## src/rtl/apu_dispatch_pkg.sv

```systemverilog
// apu_dispatch_pkg: APU core widths, ring entry and dispatch FSM state types
// shared by the APU dispatch slice.
package apu_dispatch_pkg;
   localparam int NARGS    = 3;
   localparam int WOP      = 8;
   localparam int NDSFLAGS = 15;
   localparam int NUSFLAGS = 5;
   localparam int NRS      = 3;
   localparam int RW       = 5;
   localparam int DW       = 32;

   typedef struct packed {
      logic [RW-1:0]       rd;
      logic [DW-1:0]       data;
      logic [NUSFLAGS-1:0] flags;
      logic                filled;
   } entry_t;

   typedef enum logic {
      RUN   = 1'b0,
      DRAIN = 1'b1
   } state_e;

   // One extra pointer bit separates full from empty.
   function automatic int ptr_width(input int depth);
      return $clog2(depth) + 1;
   endfunction
endpackage

```

## src/rtl/apu_dispatch_if.sv

```systemverilog
// apu_dispatch_if: issue, APU request/response and writeback channels of the
// APU dispatcher; slave is the dispatcher view, master the core/FPU side.
interface apu_dispatch_if;
   import apu_dispatch_pkg::*;

   logic                           issue_valid_i;
   logic                           issue_ready_o;
   logic [NARGS-1:0][DW-1:0]       issue_operands_i;
   logic [WOP-1:0]                 issue_op_i;
   logic [NDSFLAGS-1:0]            issue_flags_i;
   logic [RW-1:0]                  issue_rd_i;
   logic [NRS-1:0][RW-1:0]         issue_rs_i;
   logic [NRS-1:0]                 issue_rs_use_i;

   logic                           apu_req_o;
   logic                           apu_gnt_i;
   logic [NARGS-1:0][DW-1:0]       apu_operands_o;
   logic [WOP-1:0]                 apu_op_o;
   logic [NDSFLAGS-1:0]            apu_flags_o;
   logic                           apu_rvalid_i;
   logic [DW-1:0]                  apu_rdata_i;
   logic [NUSFLAGS-1:0]            apu_rflags_i;

   logic                           wb_valid_o;
   logic                           wb_ready_i;
   logic [RW-1:0]                  wb_rd_o;
   logic [DW-1:0]                  wb_data_o;
   logic [NUSFLAGS-1:0]            wb_flags_o;

   modport slave (
      input  issue_valid_i, issue_operands_i, issue_op_i, issue_flags_i,
             issue_rd_i, issue_rs_i, issue_rs_use_i,
             apu_gnt_i, apu_rvalid_i, apu_rdata_i, apu_rflags_i, wb_ready_i,
      output issue_ready_o, apu_req_o, apu_operands_o, apu_op_o, apu_flags_o,
             wb_valid_o, wb_rd_o, wb_data_o, wb_flags_o
   );

   modport master (
      output issue_valid_i, issue_operands_i, issue_op_i, issue_flags_i,
             issue_rd_i, issue_rs_i, issue_rs_use_i,
             apu_gnt_i, apu_rvalid_i, apu_rdata_i, apu_rflags_i, wb_ready_i,
      input  issue_ready_o, apu_req_o, apu_operands_o, apu_op_o, apu_flags_o,
             wb_valid_o, wb_rd_o, wb_data_o, wb_flags_o
   );
endinterface

```

## src/rtl/apu_dispatch_ring.sv

```systemverilog
// apu_dispatch_ring: in-order slot ring for in-flight APU operations with
// alloc (issue), fill (FPU response) and head (writeback) pointers.
module apu_dispatch_ring
   import apu_dispatch_pkg::*;
#(
   parameter  int DEPTH = 2,
   localparam int PW    = ptr_width(DEPTH)
) (
   input  logic                     clk_i,
   input  logic                     rst_i,
   input  logic                     issue_en,
   input  logic [RW-1:0]            issue_rd,
   input  logic                     fill_en,
   input  logic [DW-1:0]            fill_data,
   input  logic [NUSFLAGS-1:0]      fill_flags,
   input  logic                     wb_en,
   input  logic                     flush_en,
   output logic [PW-1:0]            count,
   output logic [PW-1:0]            inflight,
   output entry_t                   head_entry,
   output logic                     wb_valid,
   output logic [DEPTH-1:0]         live,
   output logic [DEPTH-1:0][RW-1:0] live_rd
);
   localparam int AW = PW - 1;

   entry_t         mem [DEPTH];
   logic [PW-1:0]  alloc_ptr;
   logic [PW-1:0]  fill_ptr;
   logic [PW-1:0]  head_ptr;

   always_ff @(posedge clk_i) begin
      if (rst_i) begin
         alloc_ptr <= '0;
         fill_ptr  <= '0;
         head_ptr  <= '0;
         for (int i = 0; i < DEPTH; i++) mem[i] <= '0;
      end else begin
         if (issue_en) begin
            mem[alloc_ptr[AW-1:0]].rd     <= issue_rd;
            mem[alloc_ptr[AW-1:0]].filled <= 1'b0;
            alloc_ptr <= alloc_ptr + PW'(1);
         end
         if (fill_en) begin
            mem[fill_ptr[AW-1:0]].data   <= fill_data;
            mem[fill_ptr[AW-1:0]].flags  <= fill_flags;
            mem[fill_ptr[AW-1:0]].filled <= 1'b1;
            fill_ptr <= fill_ptr + PW'(1);
         end
         // A flush drops every tracked slot; late responses are counted upstream.
         if (flush_en) begin
            fill_ptr <= alloc_ptr;
            head_ptr <= alloc_ptr;
         end else if (wb_en) begin
            head_ptr <= head_ptr + PW'(1);
         end
      end
   end

   assign count      = alloc_ptr - head_ptr;
   assign inflight   = alloc_ptr - fill_ptr;
   assign head_entry = mem[head_ptr[AW-1:0]];
   assign wb_valid   = (head_ptr != alloc_ptr) && head_entry.filled;

   always_comb begin
      logic [AW-1:0] off;
      off     = '0;
      live    = '0;
      live_rd = '0;
      for (int i = 0; i < DEPTH; i++) begin
         off        = AW'(i) - head_ptr[AW-1:0];
         live[i]    = {1'b0, off} < count;
         live_rd[i] = mem[i].rd;
      end
   end
endmodule

```

## src/rtl/apu_dispatch.sv

```systemverilog
// apu_dispatch: core-side APU initiator with in-order result tracking and
// flush drain. APU_DISPATCH_HAZARD_EN enables the RAW stall on live rd.
//
// state | meaning
// RUN   | normal issue, fill and writeback
// DRAIN | post-flush: discard drop_cnt late FPU responses, no issue
module apu_dispatch
   import apu_dispatch_pkg::*;
#(
   parameter int DEPTH = 2
) (
   input  logic          clk_i,
   input  logic          rst_i,
   input  logic          flush_i,
   apu_dispatch_if.slave bus
);
   localparam int PW = ptr_width(DEPTH);

   state_e                    state;
   logic [PW-1:0]             drop_cnt;
   logic [PW-1:0]             count;
   logic [PW-1:0]             inflight;
   logic [PW-1:0]             net_inflight;
   logic                      hazard;
   logic                      can_accept;
   logic                      fill_en;
   logic                      issue_fire;
   logic                      wb_valid;
   logic                      wb_fire;
   entry_t                    head_entry;
   logic [DEPTH-1:0]          live;
   logic [DEPTH-1:0][RW-1:0]  live_rd;
   logic                      unused_ok;

   assign fill_en      = bus.apu_rvalid_i && (state == RUN) && (inflight != '0);
   assign net_inflight = inflight - PW'(fill_en);
   assign can_accept   = (state == RUN) && (count < PW'(DEPTH)) && !hazard;
   assign bus.apu_req_o     = bus.issue_valid_i && can_accept && !flush_i;
   assign issue_fire        = bus.apu_req_o && bus.apu_gnt_i;
   assign bus.issue_ready_o = issue_fire;
   assign wb_fire           = wb_valid && bus.wb_ready_i;

   assign bus.apu_operands_o = bus.issue_operands_i;
   assign bus.apu_op_o       = bus.issue_op_i;
   assign bus.apu_flags_o    = bus.issue_flags_i;

   apu_dispatch_ring #(.DEPTH(DEPTH)) u_ring (
      .clk_i      (clk_i),
      .rst_i      (rst_i),
      .issue_en   (issue_fire),
      .issue_rd   (bus.issue_rd_i),
      .fill_en    (fill_en),
      .fill_data  (bus.apu_rdata_i),
      .fill_flags (bus.apu_rflags_i),
      .wb_en      (wb_fire),
      .flush_en   (flush_i),
      .count      (count),
      .inflight   (inflight),
      .head_entry (head_entry),
      .wb_valid   (wb_valid),
      .live       (live),
      .live_rd    (live_rd)
   );

   // Payload reads zero when nothing is offered.
   assign bus.wb_valid_o = wb_valid;
   assign bus.wb_rd_o    = wb_valid ? head_entry.rd    : '0;
   assign bus.wb_data_o  = wb_valid ? head_entry.data  : '0;
   assign bus.wb_flags_o = wb_valid ? head_entry.flags : '0;

`ifdef APU_DISPATCH_HAZARD_EN
   always_comb begin
      hazard = 1'b0;
      for (int j = 0; j < NRS; j++)
         for (int i = 0; i < DEPTH; i++)
            if (bus.issue_rs_use_i[j] && live[i] && (bus.issue_rs_i[j] == live_rd[i]))
               hazard = 1'b1;
   end
   assign unused_ok = head_entry.filled;
`else
   assign hazard    = 1'b0;
   assign unused_ok = ^{head_entry.filled, live, live_rd, bus.issue_rs_i, bus.issue_rs_use_i};
`endif

   always_ff @(posedge clk_i) begin
      if (rst_i) begin
         state    <= RUN;
         drop_cnt <= '0;
      end else begin
         case (state)
            RUN: begin
               if (flush_i && (net_inflight != '0)) begin
                  state    <= DRAIN;
                  drop_cnt <= net_inflight;
               end
            end
            DRAIN: begin
               if (bus.apu_rvalid_i) begin
                  drop_cnt <= drop_cnt - PW'(1);
                  if (drop_cnt == PW'(1)) state <= RUN;
               end
            end
            default: state <= RUN;
         endcase
      end
   end

   // The FPU must never answer when nothing is outstanding.
   a_no_orphan_rvalid: assert property (@(posedge clk_i) disable iff (rst_i)
      !(bus.apu_rvalid_i && (state == RUN) && (inflight == '0)));
endmodule

```

## src/flat_wrapper.sv

```systemverilog
// flat-port wrapper written by rule: the top's interface ports become plain ports
module apu_dispatch_flat import apu_dispatch_pkg::*;
#(
   parameter int DEPTH = 2
)
  (clk_i, rst_i, flush_i, bus_issue_valid_i, bus_issue_operands_i, bus_issue_op_i, bus_issue_flags_i, bus_issue_rd_i, bus_issue_rs_i, bus_issue_rs_use_i, bus_apu_gnt_i, bus_apu_rvalid_i, bus_apu_rdata_i, bus_apu_rflags_i, bus_wb_ready_i, bus_issue_ready_o, bus_apu_req_o, bus_apu_operands_o, bus_apu_op_o, bus_apu_flags_o, bus_wb_valid_o, bus_wb_rd_o, bus_wb_data_o, bus_wb_flags_o);
  apu_dispatch_if bus_i ();
  input  logic clk_i;
  input  logic rst_i;
  input  logic flush_i;
  input wire logic [$bits(bus_i.issue_valid_i)-1:0] bus_issue_valid_i;
  input wire logic [$bits(bus_i.issue_operands_i)-1:0] bus_issue_operands_i;
  input wire logic [$bits(bus_i.issue_op_i)-1:0] bus_issue_op_i;
  input wire logic [$bits(bus_i.issue_flags_i)-1:0] bus_issue_flags_i;
  input wire logic [$bits(bus_i.issue_rd_i)-1:0] bus_issue_rd_i;
  input wire logic [$bits(bus_i.issue_rs_i)-1:0] bus_issue_rs_i;
  input wire logic [$bits(bus_i.issue_rs_use_i)-1:0] bus_issue_rs_use_i;
  input wire logic [$bits(bus_i.apu_gnt_i)-1:0] bus_apu_gnt_i;
  input wire logic [$bits(bus_i.apu_rvalid_i)-1:0] bus_apu_rvalid_i;
  input wire logic [$bits(bus_i.apu_rdata_i)-1:0] bus_apu_rdata_i;
  input wire logic [$bits(bus_i.apu_rflags_i)-1:0] bus_apu_rflags_i;
  input wire logic [$bits(bus_i.wb_ready_i)-1:0] bus_wb_ready_i;
  output wire logic [$bits(bus_i.issue_ready_o)-1:0] bus_issue_ready_o;
  output wire logic [$bits(bus_i.apu_req_o)-1:0] bus_apu_req_o;
  output wire logic [$bits(bus_i.apu_operands_o)-1:0] bus_apu_operands_o;
  output wire logic [$bits(bus_i.apu_op_o)-1:0] bus_apu_op_o;
  output wire logic [$bits(bus_i.apu_flags_o)-1:0] bus_apu_flags_o;
  output wire logic [$bits(bus_i.wb_valid_o)-1:0] bus_wb_valid_o;
  output wire logic [$bits(bus_i.wb_rd_o)-1:0] bus_wb_rd_o;
  output wire logic [$bits(bus_i.wb_data_o)-1:0] bus_wb_data_o;
  output wire logic [$bits(bus_i.wb_flags_o)-1:0] bus_wb_flags_o;
  assign bus_i.issue_valid_i = bus_issue_valid_i;
  assign bus_i.issue_operands_i = bus_issue_operands_i;
  assign bus_i.issue_op_i = bus_issue_op_i;
  assign bus_i.issue_flags_i = bus_issue_flags_i;
  assign bus_i.issue_rd_i = bus_issue_rd_i;
  assign bus_i.issue_rs_i = bus_issue_rs_i;
  assign bus_i.issue_rs_use_i = bus_issue_rs_use_i;
  assign bus_i.apu_gnt_i = bus_apu_gnt_i;
  assign bus_i.apu_rvalid_i = bus_apu_rvalid_i;
  assign bus_i.apu_rdata_i = bus_apu_rdata_i;
  assign bus_i.apu_rflags_i = bus_apu_rflags_i;
  assign bus_i.wb_ready_i = bus_wb_ready_i;
  assign bus_issue_ready_o = bus_i.issue_ready_o;
  assign bus_apu_req_o = bus_i.apu_req_o;
  assign bus_apu_operands_o = bus_i.apu_operands_o;
  assign bus_apu_op_o = bus_i.apu_op_o;
  assign bus_apu_flags_o = bus_i.apu_flags_o;
  assign bus_wb_valid_o = bus_i.wb_valid_o;
  assign bus_wb_rd_o = bus_i.wb_rd_o;
  assign bus_wb_data_o = bus_i.wb_data_o;
  assign bus_wb_flags_o = bus_i.wb_flags_o;
  apu_dispatch #(.DEPTH(DEPTH)) u_core (.clk_i(clk_i), .rst_i(rst_i), .flush_i(flush_i), .bus(bus_i));
endmodule
```

## config.mk

```make
export PLATFORM = sky130hd
export DESIGN_NAME = apu_dispatch_flat
export DESIGN_NICKNAME = d
export VERILOG_FILES = /design/src/rtl/apu_dispatch_pkg.sv /design/src/rtl/apu_dispatch_if.sv /design/src/rtl/apu_dispatch_ring.sv /design/src/rtl/apu_dispatch.sv /design/src/flat_wrapper.sv
export SDC_FILE = /design/constraint.sdc
export NUM_CORES = 1
export LEC_CHECK = 0
export ABC_AREA = 1
export CELL_PAD_IN_SITES_DETAIL_PLACEMENT = 1
export CELL_PAD_IN_SITES_GLOBAL_PLACEMENT = 1
export CORE_AREA = 5 5 131 133
export DETAILED_ROUTE_END_ITERATION = 12
export DIE_AREA = 0 0 136 138
export DONT_BUFFER_PORTS = 1
export HOLD_SLACK_MARGIN = 0.02
export MAX_ROUTING_LAYER = met4
export PLACE_DENSITY = 0.61
export SLEW_MARGIN = 15
export SYNTH_ARGS = -nofsm -noshare
export SYNTH_HDL_FRONTEND = slang
export SYNTH_SLANG_ARGS = --single-unit
export TNS_END_PERCENT = 20
```

## constraint.sdc

```tcl
create_clock -name clk_i -period 3.1 [get_ports clk_i]
set_input_delay 0.62 -clock clk_i [delete_from_list [all_inputs] [get_ports clk_i]]
set_output_delay 0.62 -clock clk_i [all_outputs]
set_load 0.01 [all_outputs]
```

# --- After elaboration in Yosys (flattened, before gate mapping) ---
# Memory sizes are Yosys's and may differ from the RTL's. A register that Yosys moved wholly into a read port is not among the register bits.
# Index checks and enable logic that the tools add are counted.
word_totals:
  memories: 1
  mem_bits_ro: 0
  output_inout_bits: 164
  reg_bits: 9
  inputBits: 186
  latch_bits: 0
  mem_bits_rw: 86
  wordCells: 66
memory_table:
  columns: ["memory", "words", "word_bits", "read_ports", "rd_clocked_by_memory_dff", "wr", "line", "text"]
  rows:
  - ["u_core.u_ring.mem", 2, 43, 1, 1, 2, "apu_dispatch_ring.sv:27", "entry_t mem [DEPTH];"]
op_classes:
  n_bitwise: 1
  muxes: 30
  n_reduce_logical: 17
  n_shift: 0
  div: 0
  magnitude_cmp: 1
  multipliers: 0
  eq_ne: 4
  add_sub_neg: 7
ops:
  columns: ["operator", "n"]
  rows:
  - ["$mux 43", 2]
  - ["$reduce_or 43->1", 2]
  - ["$mux 32", 1]
  - ["$mux 2", 8]
  - ["$mux 1", 15]
  - ["$mux 5", 2]
  - ["$logic_and 1x1->1", 9]
  - ["$reduce_bool 2->1", 4]
  - ["$add 2x1->2 const B", 3]
  - ["$ne 2x2->1 const B", 2]
  - ["$pmux 2 s2", 1]
  - ["$sub 2x2->2", 2]
  - ["$eq 2x1->1 const B", 1]
  - ["$lt 2x2->1 const B", 1]
  - ["$ne 2x2->1", 1]
  - ["$pmux 1 s2", 1]
  - ["$reduce_and 2->1", 1]
  - ["$sub 2x1->2", 1]
  - ["$sub 2x1->2 const B", 1]
  - ["$logic_not 1->1", 1]
  - ["$not 1->1", 1]

# --- Longest topological paths before layout ---
# Gate-level depths: netlist of run 1.
depth:
  depth_word: 11
  ltp_mapped: 16
  depth_no_buf: 15

# --- Modules after synthesis ---
# A second synthesis of run 1 with hierarchy kept.
unflattened:
  cells_unflattened: 610
  area_unflattened_um2: 5746.8
modules_own_cells:
  columns: ["module", "seq_area_each_um2", "area_each_um2", "instances", "cells_per_inst"]
  rows:
  - ["apu_dispatch_ring", 2702.6, 4207.8, 1, 356]
  - ["apu_dispatch", 60.1, 1539.0, 1, 254]

# --- Worst setup path after synthesis of run 1 ---
# No wires, ideal clock.
synth_timing:
  path_kind: "flip-flop to flip-flop"
  start: "register u_core.u_ring.alloc_ptr[0]"
  end: "memory u_core.u_ring.mem[1][10] (netlist name) (enable)"
  path_slack_ps: 823
  stages_incl_launch_ff: 12
  t_required_ps: 2722
  period_less_slack_ps: 2277
  arrival_ps: 1900
  setup_time_ps: 378
  n_path_buf: 2
  cell_sequence: "dfxtp_1 -> inv_1 -> ha_1 -> inv_1 -> nand2_2 -> nand3_2 -> nand2_4 -> inv_4 -> nand3_2 -> buf_6 -> buf_12 -> nand2_2"
synth_rtl:
  columns: ["item", "line", "text"]
  rows:
  - ["start, declared", "apu_dispatch_ring.sv:28", "logic [PW-1:0] alloc_ptr;"]
  - ["start signal, assigned", "apu_dispatch_ring.sv:42", "alloc_ptr <= alloc_ptr + PW'(1);"]
  - ["end, declared", "apu_dispatch_ring.sv:27", null]

# --- Worst setup path after layout of run 1 ---
layout_timing:
  start: "register u_core.u_ring.alloc_ptr[0]"
  end: "output port bus_wb_data_o[14]"
layout_via:
  elab_chain_cells: 3
layout_lines:
  columns: ["item", "line", "text"]
  rows:
  - ["$ne 2x2->1", "apu_dispatch_ring.sv:63", "assign wb_valid = (head_ptr != alloc_ptr) && head_entry.filled;"]
  - ["$logic_and 1x1->1", "apu_dispatch_ring.sv:63", null]
  - ["$mux 32", "apu_dispatch.sv:68", "assign bus.wb_data_o = wb_valid ? head_entry.data : '0;"]
  - ["end, declared", "flat_wrapper.sv:30", "output wire logic [$bits(bus_i.wb_data_o)-1:0] bus_wb_data_o;"]
# Every way passes these cells.

==> reports/qor.csv, run 1 <==
stage,metric,value,unit
synthesis,synthAdderAreaFrac,0.903,%
synthesis,synth-edff-count,84,
synthesis,synth_mux_area_share,0,%
placed_design,io_buffers,0,
global_route,grt_pass1_vias,3717,
die,ios,350,
setup_path,path_max_fanout,23,
finish,syn2layout_area_growth,-6.68,%
die,dieArea,18800,sq um
synthesis,synth-compound-area-share,4.97,%
synthesis,async_flop_share,0,%
synthesis,synth_simple_gate_area_share,20.7,%
setup_path,cp_data_required_time,2480,ps
finish,num_antenna_cells,0,
routing,drt-total-wl,12.7,mm
die,initial_utilization,35.3,%
clocking,cts_resized,0,
flow_run,cap_violations,0,
clocking,htreeDepth,3,
setup_path,r2r_cells,11,
synthesis,yosysMostFrequentCell,nand2_1,
sta,relSlewSlack,56.0,%
synthesis,synth_cell_types,26,
clocking,cts_setup_buffers,0,
routing,routedWlPerCell,18.0,microns
setup_path,slowest_stage,dfxtp_1,
setup_path,end_kind,output pin,
clocking,tritoncts,built,
global_route,antenna_found_initial,0,
synthesis,synth_area,5540,sq um
sta,rsz0062_at_grt,false,
routing,ant_nets,0,
finish,nFillCells,1783,
synthesis,synth_common_cells,"nand2_1, buf_4, edfxtp_1, nor2_1, inv_1",
setup_path,path_buf_inv,2,
global_route,grt_max_degree,43,
sta,finalHoldViolations,0,
die,die-height,138,microns
sta,max_freq,344,MHz
setup_path,crit_cells,6,
clocking,ctsLongestPathBuffers,2,
synthesis,synth_area_leaders,"edfxtp_1, buf_4, nand2_1, nor2_1, a21oi_1",
synthesis,synth_area_leader_cell,edfxtp_1,
finish,drive_gt1_share,13.0,%
placed_design,placed_cells,691,
synthesis,syn_inst,608,
power,irDropWorstVdd,0.235,mV
clocking,cts_root_buffer,clkbuf_16,
setup_path,start_kind,register,
placed_design,dp_hpwl,8.49,mm
sta,worst_slew_pin_slew,660,ps
clocking,clock_sinks,96,
finish,regArea,2760,sq um
clocking,numCtsBuffers,9,
synthesis,syn_nets,798,
setup_path,cpPeakStageDelay,440,ps
synthesis,ys.flop_type,edfxtp_1,
sta,final.setup_skew,6.49,ps
sta,final_max_slew_viol_count,0,
clocking,clk_pin_slew,60,ps
power,p_leak,2.09,nW
global_route,gr-usage-all-layers,14.1,%
setup_path,cp.arrival,2290,ps
synthesis,synth-xor-area-share,0.316,%
clocking,worst_skew_pair.late_latency,350,ps
synthesis,ys_ff_latch,96,
die,die_w,136,microns
synthesis,synth-seq-area-share,49.9,%
routing,drt_pass1_iterations,4,
synthesis,ys_warn_count,0,
routing,drc,0,
sta,setup_tns,0,ps
setup_path,path_class,reg -> out,
synthesis,synth_top_family_by_area,buffers and inverters,
global_route,grt_overflow,0,
setup_path,worstPathCellList,"inv_1, ha_1, nand2_1, nand2_2, buf_12, a21oi_1",
clocking,cts_hold_buf,0,
setup_path,cp_top_family,flip-flops,
sta,fin_crit_sh,93.8,%
sta,setup_violations,0,
finish,layoutNonFillerInstCount,707,
routing,drt_iter0_drc,150,
finish,multiInputGateArea,1490,sq um
sta,layout_min_cycle_time,2910,ps
routing,viasPerCell,4.74,
hold_path,hp-class,in -> reg,
die,num_rows,46,
synthesis,synth_top_area_share,45.5,%
hold_path,worstHoldPathCells,1,
finish,final_nets,676,
synthesis,synth_area_per_cell,9.11,sq um
die,core_area,15700,sq um
routing,vias,3348,
power,power_density,572,nW/um^2
global_route,grt_pass1_wl,20.0,mm
run_status,status,finished clean,
placed_design,place.gp.congestion,0.785,
[report_power, final]
| group | switching, mW | internal [mW] |
|---|---|---|
| clock network | 0.482 | 0.627 |
| registers | 0.0335 | 1.49 |
| logic | 0.228 | 0.0918 |
[final cells by class]
| cell class | instances | share of cell area, % |
|---|---|---|
| clock buffer | 11 | 4.50 |
| multi-input combinational | 306 | 28.9 |
| sequential | 96 | 53.5 |
| inverter | 63 | 4.67 |
| tap | 216 | 5.23 |
| timing repair buffer | 10 | 2.18 |
| clock inverter | 5 | 1.09 |
[routing by layer]
metal	track usage, %	vias to the layer above	wire [microns]
met4	8.06	0	527
met5	-	-	0
met3	3.66	59	746
met1	15.9	1610	5230
li1	-	1556	-
met2	22.5	123	6220
[cells in the final DEF, fill, tap and decap left out, types with 2 or more instances in the layout]
cell	instances
a21oi_1	50
buf_12	3
buf_4	7
clkbuf_1	2
clkbuf_16	9
clkinv_2	2
dfxtp_1	11
edfxtp_1	84
ha_1	4
inv_1	58
inv_2	3
inv_4	2
nand2_1	123
nand2_2	7
nand3_1	11
nand3_2	6
nor2_1	76
nor2_4	16
o21ai_0	5
or2_2	2
[flip-flops by register name (all words and copies together), names as in the netlist, named ones only]
signal and count:
u_core.drop_cnt 2, u_core.state 1, u_core.u_ring.alloc_ptr 2, u_core.u_ring.fill_ptr 2, u_core.u_ring.head_ptr 2, u_core.u_ring.mem 86
[worst paths after layout]
| path | slack, ps | startpoint | endpoint |
|---|---|---|---|
| worst min-delay path | 330 | rst_i | u_core.state$_SDFF_PP0_ |
| worst min register to register | 480 | u_core.u_ring.mem[0][0]$_SDFFE_PP1P_ | u_core.u_ring.mem[0][0]$_SDFFE_PP1P_ |
| worst max register to register | 790 | u_core.u_ring.alloc_ptr[0]$_SDFFE_PP0P_ | register |
| worst max-delay path | 190 | u_core.u_ring.alloc_ptr[0]$_SDFFE_PP0P_ | bus_wb_data_o[14] |
[kinds of logic (layout without fill, tap and decap cells)]
family | after synthesis | after routing
XOR/XNOR | 2 | 2
AO/OA/AOI/OAI | 55 | 55
flip-flops | 96 | 96
buffers and inverters | 206 | 89
adder cells (fa/ha/maj) | 4 | 4
AND/OR/NAND/NOR | 245 | 245
[metrics by stage]
stage          worst slack (ps)  util (%)  total power [mW]  hold slack, ps  cell area [sq um]
3_3_place_gp                555      31.1              1.87             449               4880
5_1_grt                    1.01      32.9              3.11             319               5170
2_1_floorplan               823         -              1.95             441               5540
3_5_place_dp                516      31.1              1.89             470               4880
4_1_cts                     124      32.9              3.00             314               5170
6_report                    193      32.9              2.96             334               5170
(Power assumes the default switching activity.)
==> run 2, diff against run 1 <==
--- a/config.mk
+++ b/config.mk
@@ -5,16 +5,15 @@
 export SDC_FILE = /design/constraint.sdc
 export NUM_CORES = 1
 export LEC_CHECK = 0
-export ABC_AREA = 1
 export CELL_PAD_IN_SITES_DETAIL_PLACEMENT = 1
 export CELL_PAD_IN_SITES_GLOBAL_PLACEMENT = 1
-export CORE_AREA = 5 5 131 133
+export CORE_AREA = 5 5 132 134
 export DETAILED_ROUTE_END_ITERATION = 12
-export DIE_AREA = 0 0 136 138
+export DIE_AREA = 0 0 137 139
 export DONT_BUFFER_PORTS = 1
 export HOLD_SLACK_MARGIN = 0.02
 export MAX_ROUTING_LAYER = met4
-export PLACE_DENSITY = 0.61
+export PLACE_DENSITY = 0.57
 export SLEW_MARGIN = 15
 export SYNTH_ARGS = -nofsm -noshare
 export SYNTH_HDL_FRONTEND = slang
==> run 2 against run 1 <==
  * Sequential power about the same
  * Global-route usage down 1.4 points
  * Via count decreased by 15%
  * Register-to-register slack improved by 100 ps
  * Total power down 0.12%
  * Synthesized cell count shrank 22%
  * Clock-buffer cell count down 1
  * Critical path depth shrank 1
  * Sequential cell count unchanged
  * Non-clock buffer count is 1 higher
  * Setup slack improved by 150 ps
==> reports/qor.csv, run 2 <==
stage,metric,value,unit
placed_design,dp_hpwl,7.50,mm
sta,setup_violations,0,
synthesis,ys_warn_count,0,
sta,max_freq,362,MHz
hold_path,hp-class,in -> reg,
routing,routedWlPerCell,20.4,microns
synthesis,syn_inst,473,
synthesis,syn_nets,663,
clocking,clk_pin_slew,60,ps
power,irDropWorstVdd,0.288,mV
synthesis,synth_cell_types,38,
finish,syn2layout_area_growth,-6.47,%
setup_path,cp_data_required_time,2480,ps
die,dieArea,19000,sq um
synthesis,yosysMostFrequentCell,buf_4,
global_route,grt_max_degree,40,
routing,drt-total-wl,11.8,mm
placed_design,io_buffers,0,
placed_design,place_area,4730,sq um
setup_path,path_max_fanout,25,
finish,fin_util,31.1,%
finish,layout_commonest_cell,edfxtp_1,
finish,stdcell_area,5020,sq um
sta,final_max_slew_viol_count,0,
global_route,antenna_found_initial,0,
placed_design,placed_cells,560,
clocking,cts_setup_buffers,0,
routing,drc,0,
routing,vias,2837,
routing,drt_iter0_drc,83,
synthesis,synth-edff-count,84,
flow_run,cap_violations,0,
clocking,ctsLongestPathBuffers,2,
finish,nFillCells,1732,
routing,ant_nets,0,
sta,layout_min_cycle_time,2760,ps
die,num_rows,47,
clocking,htreeDepth,3,
clocking,worst_skew_pair.late_latency,340,ps
global_route,grt_pass1_wl,17.7,mm
die,die-height,139,microns
finish,layoutNonFillerInstCount,577,
global_route,grt_pass1_vias,3079,
synthesis,synth_area_leader_cell,edfxtp_1,
global_route,gr-usage-all-layers,12.7,%
setup_path,start_kind,register,
finish,final_nets,541,
setup_path,path_class,reg -> out,
sta,fin_crit_sh,89.0,%
sta,finalHoldViolations,0,
die,die_w,137,microns
power,power,2.95,mW
power,power_density,588,nW/um^2
global_route,grt_overflow,0,
finish,largest_register,u_core.u_ring.mem,
die,core_area,16200,sq um
sta,worst_slew_pin_slew,502,ps
sta,rsz0062_at_grt,false,
sta,relSlewSlack,66.5,%
clocking,cts_hold_buf,0,
finish,final_cell_mix,"edfxtp_1, nor2_1, and3_1",
synthesis,synth_common_cells,"buf_4, edfxtp_1, nor2_1, and3_1, mux2i_1",
setup_path,end_kind,output pin,
die,initial_utilization,33.2,%
synthesis,ys.flop_type,edfxtp_1,
sta,final.setup_skew,6.86,ps
synthesis,synth-seq-area-share,51.4,%
synthesis,synth_area,5370,sq um
synthesis,async_flop_share,0,%
run_status,status,finished clean,
synthesis,ys_ff_latch,96,
finish,drive_gt1_share,10.1,%
placed_design,place.gp.congestion,0.707,
finish,largest_register_ffs,86,
die,ios,350,
clocking,cts_resized,0,
routing,viasPerCell,4.92,
synthesis,synth_area_leaders,"edfxtp_1, buf_4, mux2i_1, and3_1, dfxtp_1",
synthesis,synth_top_area_share,46.9,%
clocking,cts_root_buffer,clkbuf_16,
clocking,numCtsBuffers,9,
synthesis,synth_area_per_cell,11.4,sq um
sta,setup_tns,0,ps
clocking,clock_sinks,96,
setup_path,cp.arrival,2140,ps
clocking,tritoncts,built,
routing,drt_pass1_iterations,4,
power,p_leak,1.92,nW
run 2: worst paths after layout:
| kind | startpoint | to | slack, ps | cells past startpoint |
|---|---|---|---|---|
| worst max-delay path | u_core.u_ring.alloc_ptr[0]$_SDFFE_PP0P_ | bus_wb_data_o[26] | 340 | 5 |
| worst min-delay path | rst_i | u_core.state$_SDFF_PP0_ | 340 | 1 |
| worst max register to register | u_core.u_ring.alloc_ptr[0]$_SDFFE_PP0P_ | u_core.u_ring.mem[1][4]$_SDFFCE_PN0P_ | 890 | 6 |
| worst min register to register | u_core.u_ring.mem[0][0]$_SDFFE_PP1P_ | u_core.u_ring.mem[0][0]$_SDFFE_PP1P_ | 470 | 2 |
run 2: metal layers:
metal  share of wire, %  vias up  track usage, %
li1                   -     1254               -
met1                 40     1419            14.4
met2                 49      141            20.1
met3                9.0       23            4.72
met4                1.9        0            5.09
met5                  0        -               -
run 2: cell families after synthesis:
family | synth area share (%)
buffers and inverters | 19.4
AND/OR/NAND/NOR | 14.8
flip-flops | 51.4
multiplexers | 8.43
AO/OA/AOI/OAI | 3.28
XOR/XNOR | 1.70
adder cells (fa/ha/maj) | 0.932
run 2: stage by stage:
| step | setup WS (ps) | hold WS (ps) |
|---|---|---|
| 2_1_floorplan | 778 | 439 |
| 3_3_place_gp | 743 | 451 |
| 3_5_place_dp | 687 | 471 |
| 4_1_cts | 296 | 323 |
| 5_1_grt | 147 | 333 |
| 6_report | 341 | 345 |
run 2: cell type report:
cell class | instances | area [sq um] | share of cell area (%)
Sequential cell | 96 | 2770 | 55.1
Multi-Input combinational cell | 225 | 1570 | 31.2
Tap cell | 220 | 275 | 5.48
Antenna cell | 1 | 2.50 | 0.0498
Timing Repair Buffer | 11 | 95.1 | 1.89
Inverter | 8 | 30.0 | 0.598
Clock inverter | 6 | 60.1 | 1.20
Clock buffer | 10 | 229 | 4.56
run 2: report_power, final:
| group | internal [mW] | switching [mW] | total, mW |
|---|---|---|---|
| clock | 0.620 | 0.477 | 1.10 |
| sequential | 1.51 | 0.0336 | 1.54 |
| combinational | 0.116 | 0.198 | 0.314 |
| total | 2.24 | 0.709 | 2.95 |
run 2: critical path, cell delays in order (launching register included):
cell and delay (ps):
dfxtp_1 370, inv_1 130, ha_1 330, a21o_2 440
buf_4 370, nor2_1 140
